**src/rtl/delay_meas.sv**
```systemverilog
// Measures the rise-to-rise delay between a reference signal and its delayed copy,
// plus the high width of the delayed pulse, both in clock cycles.
module delay_meas #(
    parameter int CNT_W   = 8,
    parameter int TIMEOUT = 200
) (
    input  logic             clk,
    input  logic             rst,
    input  logic             start_in,
    input  logic             stop_in,
    output logic [CNT_W-1:0] delay_cnt,
    output logic [CNT_W-1:0] width_cnt,
    output logic             done,
    output logic             timeout,
    output logic             busy
);

    typedef enum logic [1:0] {
        IDLE      = 2'd0,
        WAIT_STOP = 2'd1,
        WIDTH     = 2'd2
    } state_e;

    localparam logic [CNT_W-1:0] TIMEOUT_C = CNT_W'(TIMEOUT);
    localparam logic [CNT_W-1:0] ONE_C     = CNT_W'(1);

    state_e           state_q, state_d;
    logic [CNT_W-1:0] cnt_q, cnt_d;
    logic [CNT_W-1:0] delay_q, delay_d;
    logic [CNT_W-1:0] width_q, width_d;
    logic             done_q, done_d;
    logic             timeout_q, timeout_d;
    logic             busy_q, busy_d;
    logic             start_prev_q;
    logic             stop_prev_q;

    logic start_rise, stop_rise, stop_fall;

    assign start_rise = start_in & ~start_prev_q;
    assign stop_rise  = stop_in & ~stop_prev_q;
    assign stop_fall  = ~stop_in & stop_prev_q;

    always_comb begin
        // NOTE: every variable gets a default before the case so no path leaves it unassigned (no latches).
        state_d   = state_q;
        cnt_d     = cnt_q;
        delay_d   = delay_q;
        width_d   = width_q;
        done_d    = 1'b0;
        timeout_d = 1'b0;

        unique case (state_q)
            IDLE: begin
                if (start_rise) begin
                    cnt_d = ONE_C;
                    if (stop_rise) begin
                        delay_d = '0;
                        state_d = WIDTH;
                    end else begin
                        state_d = WAIT_STOP;
                    end
                end
            end
            WAIT_STOP: begin
                // Later start edges are ignored: the delay is anchored to the first one.
                if (stop_rise) begin
                    delay_d = cnt_q;
                    cnt_d   = ONE_C;
                    state_d = WIDTH;
                end else if (cnt_q == TIMEOUT_C) begin
                    timeout_d = 1'b1;
                    state_d   = IDLE;
                end else begin
                    cnt_d = cnt_q + ONE_C;
                end
            end
            WIDTH: begin
                if (stop_fall) begin
                    width_d = cnt_q;
                    done_d  = 1'b1;
                    state_d = IDLE;
                end else if (cnt_q == TIMEOUT_C) begin
                    timeout_d = 1'b1;
                    state_d   = IDLE;
                end else begin
                    cnt_d = cnt_q + ONE_C;
                end
            end
            default: state_d = IDLE;
        endcase

        busy_d = (state_d != IDLE);
    end

    always_ff @(posedge clk) begin
        // NOTE: sequential state uses non-blocking assignments so all flops update from pre-edge values.
        if (rst) begin
            state_q      <= IDLE;
            cnt_q        <= '0;
            delay_q      <= '0;
            width_q      <= '0;
            done_q       <= 1'b0;
            timeout_q    <= 1'b0;
            busy_q       <= 1'b0;
            start_prev_q <= 1'b0;
            stop_prev_q  <= 1'b0;
        end else begin
            state_q      <= state_d;
            cnt_q        <= cnt_d;
            delay_q      <= delay_d;
            width_q      <= width_d;
            done_q       <= done_d;
            timeout_q    <= timeout_d;
            busy_q       <= busy_d;
            start_prev_q <= start_in;
            stop_prev_q  <= stop_in;
        end
    end

    assign delay_cnt = delay_q;
    assign width_cnt = width_q;
    assign done      = done_q;
    assign timeout   = timeout_q;
    assign busy      = busy_q;

endmodule

```
**config.mk**
```make
export PLATFORM = sky130hd
export DESIGN_NAME = delay_meas
export DESIGN_NICKNAME = d
export VERILOG_FILES = /design/src/rtl/delay_meas.sv
export SDC_FILE = /design/constraint.sdc
export NUM_CORES = 1
export LEC_CHECK = 0
export BUFFER_PORTS_ARGS = -buffer_cell sky130_fd_sc_hd__buf_2
export CAP_MARGIN = 0
export CORE_UTILIZATION = 55
export CTS_CLUSTER_SIZE = 16
export DETAILED_ROUTE_END_ITERATION = 8
export GPL_ROUTABILITY_DRIVEN = 0
export PLACE_DENSITY = 0.78
export RECOVER_POWER = 100
export SLEW_MARGIN = 40
export SYNTH_ARGS = -nofsm -noshare
export SYNTH_HDL_FRONTEND = slang
export SYNTH_SLANG_ARGS = --single-unit
```
**constraint.sdc**
```tcl
create_clock -name clk -period 2.4 [get_ports clk]
set_clock_uncertainty 0.05 [all_clocks]
set_input_delay 0.36 -clock clk [delete_from_list [all_inputs] [get_ports clk]]
set_output_delay 0.36 -clock clk [all_outputs]
set_load 0.05 [all_outputs]
```
* Word level (Yosys, flattened, before mapping)
Index checks and enable logic that the tools add are counted.
Word-level totals: bits in registers 31, input bits 4, output and inout bits 19, word-level logic and storage cells 52
Operators by class: reduce and logical (&&, ||, !) cells 8, add/subtract/negate cells 1, bitwise logic cells 7, multiplexer cells 20, equality and inequality tests 7
Operators with widths (number):
- 2-to-1 mux 8 bit | 7
- case mux 8 bit (3 select lines) | 1
- case mux 8 bit (2 select lines) | 1
- 2-to-1 mux 2 bit | 5
- adder 8 x 1 -> 8 bit (second input constant) | 1
- == test 8 bit (second input constant) | 1
- inequality test 2 bit (second input constant) | 4
- case mux 2 bit (3 select lines) | 1
- 2-to-1 mux 1 bit | 4
- inverter 1 bit | 4
- AND reduction 4 bit | 1
- nonzero test 2 bit | 2
- bitwise AND 1 bit | 3
- AND reduction 3 bit | 1
- nonzero test 3 bit | 1
- == test 2 x 1 -> 1 bit (second input constant) | 1
- == test 2 bit (second input constant) | 1
- zero test 2 bit | 1
- case mux 1 bit (2 select lines) | 1
- AND reduction 2 bit | 1
- OR reduction 2 bit | 1

* Logic depth before layout (Yosys ltp)
depth in word-level cells 6, depth in mapped cells 8, depth with buffers taken out 7

* Worst setup path after synthesis
OpenSTA, ideal clock, no wires.
path type register to register, start reg state_q[0], end reg cnt_q[6], data required time 2.222 ns, library setup time 0.128 ns, slack 0.568 ns, clock period less this slack 1.832 ns, arrival time 1.654 ns, cell stages (with the launch flop) 9, path buffers 1, path through dfxtp_1 -> inv_1 -> ha_1 -> and3b_1 -> buf_6 -> a211oi_4 -> o21ai_0 -> a22oi_1 -> nor2_1
On the way: word-level cells in the longest chain between the ends 3, elaborated cells between the ends (all ways) 8, classes of those cells 4 x eq/ne; 1 x mux; 3 x reduce/logical
RTL lines:
- start: declaration | line 27 | state_e state_q, state_d;
- start signal: assignment | line 108 | state_q <= state_d;
- == test 2 bit (tied with other cells) | line 52 | unique case (state_q)
- inequality test 2 bit (no line) or nonzero test 3 bit (tied branches)
- AND reduction 3 bit (no line)
- end signal: assignment | line 109 | cnt_q <= cnt_d;
- end: declaration | line 28 | logic [CNT_W-1:0] cnt_q, cnt_d;
Parallel ways exist; a longest one is shown, timed or not. A chain may end at the register's enable or synchronous reset.

* Final worst setup path
start reg state_q[0], end reg delay_q[2] (netlist: delay_cnt[2])
On the way: word-level cells in the longest chain between the ends 3, elaborated cells between the ends (all ways) 8, classes of those cells 4 x eq/ne; 1 x mux; 3 x reduce/logical
RTL lines:
- == test 2 x 1 -> 1 bit or zero test 2 bit (tied branches) | line 52
- inequality test 2 bit (no line) or nonzero test 2 bit (tied branches)
- AND reduction 4 bit (no line)
- end signal: assignment | line 110 | delay_q <= delay_d;
- end: declaration | line 29 | logic [CNT_W-1:0] delay_q, delay_d;
Parallel ways exist; a longest one is shown, timed or not.

==> impl_metrics.json <==
{
  "cts_hold_buf": 0,
  "portBuffers": 22,
  "grt_antenna_before_repair": 0,
  "viasPerCell": 5.83,
  "rsz0062_at_grt": "false",
  "die-height_um": 54.7,
  "finish.instance_area_sq_um": 1630,
  "fp.dieW_um": 54.7,
  "diodes": 0,
  "synth.top_cells.by_count": "dfxtp_1, nand2_1, nor2_1",
  "combPwrFrac_pct": 13.8,
  "end_kind": "flip-flop",
  "worst_hold_path_type": "in2reg",
  "grt_start_max_net_pins": 32,
  "area.growth.synth_to_final_pct": 6.97,
  "initialDrtViolationCount": 37,
  "vdd.ir_drop.worst_v": 0.000424,
  "layout_worst_path_cycle_share_pct": 89.7,
  "sequential_element_share_of_the_synthesized_area_pct": 40.7,
  "timing.setup.critical_path_class": "reg2reg",
  "number_of_gates_given_a_new_drive_strength_after_cts": 0,
  "start_util_pct": 59.9,
  "floorplan.die_area_sq_um": 2990,
  "yosys.area.top_type": "dfxtp_1",
  "synth-main-ff-cell": "dfxtp_1",
  "grt_pass1_vias": 1200,
  "grt_pass1_wl_mm": 5.37,
  "power_switching_w": 0.000274,
  "share_seq_of_total_power_pct": 56.0,
  "ys_types": 40,
  "power.clock.fraction_pct": 30.2,
  "fp.coreArea_sq_um": 2540,
  "edff_count_synth": 0,
  "max_buffers_root_to_sink": 2,
  "drive_above_1_share_pct": 5.00,
  "worstReg2RegStart": "state_q[0]",
  "route.vias.total": 1341,
  "avg_cell_area_syn_sq_um": 8.67,
  "cp_slowest_stage_delay_ns": 0.46,
  "max_slew.worst_pin.slew_ns": 1.29,
  "timing.final.crit_period_ns": 2.15,
  "report.final.setup_viol": 0,
  "sum_of_negative_setup_slack_ns": 0,
  "cells_traversed_along_the_worst_timing_path": "inv_1, ha_1, and3b_1, o21ai_0, a21oi_2, mux2i_1, nor2_1",
  "path_max_fanout": 8,
  "htree_num_levels": 2,
  "clk_pin_slew_worst_paths_ns": 0.10,
  "finalNetCount": 210,
  "synth.most_common_cell": "dfxtp_1",
  "wl_mm": 3.24,
  "overall_overflow_remaining_after_global_route": 0,
  "cts_tree": "done",
  "synth-async-reset-ratio_pct": 0,
  "hpwl_mm": 2.24,
  "placedInstanceArea_sq_um": 1640,
  "drt.antenna.violating_nets": 0,
  "postLayoutCoreUtil_pct": 64.1,
  "tritoncts_num_sinks": 31,
  "ys_ff_latch": 31,
  "detail_route.drc_violations": 0,
  "drt-wirelength-per-cell_um": 14.1,
  "final_max_slew_viol_count": 0,
  "clk_latency_ns": 0.34,
  "hold_viol": 0,
  "cts.repair_timing.setup_buffer_count": 0,
  "critical_path_required_ns": 2.53,
  "critPathLaunchType": "flip-flop",
  "syn-cell-area_sq_um": 1530,
  "total_nets_after_synthesis": 187,
  "timing.hold.worst.start": "start_in",
  "data_arrival_time_of_the_critical_path_ns": 2.28,
  "result_of_the_run": "finished clean",
  "power_density_nw_per_um2": 588,
  "launching_instance_or_port_of_the_critical_path": "state_q[0]",
  "synthTopCellsByArea": "dfxtp_1, ha_1, nand2_1, nor2_1, mux2i_1",
  "grtUsageTotal_pct": 25.7,
  "p_int_w": 0.000685,
  "max-cap-violations": 0,
  "fmax_mhz": 465,
  "num_io_pins": 23,
  "yosysWarnings": 0,
  "synthDominantCellAreaShare_pct": 40.7,
  "critical-path-slowest-cell": "a21oi_2",
  "synthCells": 176,
  "static_leakage_nw": 0.598,
  "max_slew_margin_pct": 14.2,
  "cell_at_the_root_of_the_clock_tree": "clkbuf_4",
  "swShare_pct": 28.6,
  "placementRows": 18,
  "drt_pass1_iterations": 4,
  "cts-buffers-inserted": 5
}
-- stage by stage --
stage	hold slack, ns	std cells	total power, W	setup slack (ns)
final	0.207	230	0.000959	0.248
after global routing	0.248	230	0.00101	0.0847
after CTS	0.203	230	0.000973	0.313
after detailed placement	0.398	222	0.000690	0.337
after global placement	0.395	222	0.000684	0.423
after floorplan	0.424	176	0.000659	0.568
-- critical path: cells and delay by family, from the launching register on --
kind,cells,cell delay (ns)
DFF,1,0.36
and+or+nand+nor,2,0.27
buffers and inverters,1,0.13
adders and majority gates,1,0.36
AOI/OAI and AO/OA,2,0.56
muxes,1,0.26
-- cells in the final DEF (no fill, tap or decap), types with 3 or more instances in the layout --
cell	count
a22oi_1	3
and2_1	8
inv_1	5
nor2_1	22
nand3_1	6
nand2b_1	3
nand2_1	23
mux2i_1	8
a21oi_1	12
o21ai_0	9
ha_1	7
dfxtp_1	31
clkbuf_4	5
clkbuf_1	23
nor3_1	5
-- cells by family after synthesis --
logic type               after synthesis  synth area share (%)
flip-flops                            31                  40.7
AO/OA/AOI/OAI                         36                  16.6
buffers and inverters                 12                  4.02
AND/OR/NAND/NOR                       82                  27.7
multiplexers                           8                  5.25
adder cells (fa/ha/maj)                7                  5.74
-- routing by layer --
metal  track usage (%)  vias up  part of all wire (%)
met4              10.3        0                   1.9
met5                 0        -                     0
met2              41.8       27                    50
met1              30.8      646                    44
li1                  -      657                     -
met3              8.61       11                   4.3
-- flip-flops by register name, summed over array words and instances (netlist names) --
register,flops
width_cnt,8
stop_prev_q,1
start_prev_q,1
timeout,1
state_q,2
done,1
delay_cnt,8
cnt_q,8
busy,1
-- power by group through the flow --
stage | Combinational, W | Clock, W | Sequential (W)
finish | 0.000132 | 0.000290 | 0.000537
global placement | 0.000136 | 0 | 0.000548
detailed placement | 0.000141 | 0 | 0.000549
floorplan | 0.000103 | 0 | 0.000556
CTS | 0.000142 | 0.000295 | 0.000537
global route | 0.000149 | 0.000320 | 0.000540
-- worst paths after layout --
kind,end,slack (ns),cells after the start
max,delay_cnt[2],0.25,7
min,start_prev_q,0.21,2
max reg2reg,delay_cnt[2],0.25,7
min reg2reg,width_cnt[6],0.41,2
-- layout make-up --
type	count	area, sq um
multi-input cells	133	816
fillers	234	913
well taps	30	37.5
repair buffers	23	88.8
inverters	5	18.8
flip-flops and latches	31	621
clock inverters	1	5.00
clock buffers	7	45.0
(Power assumes the default switching activity.)
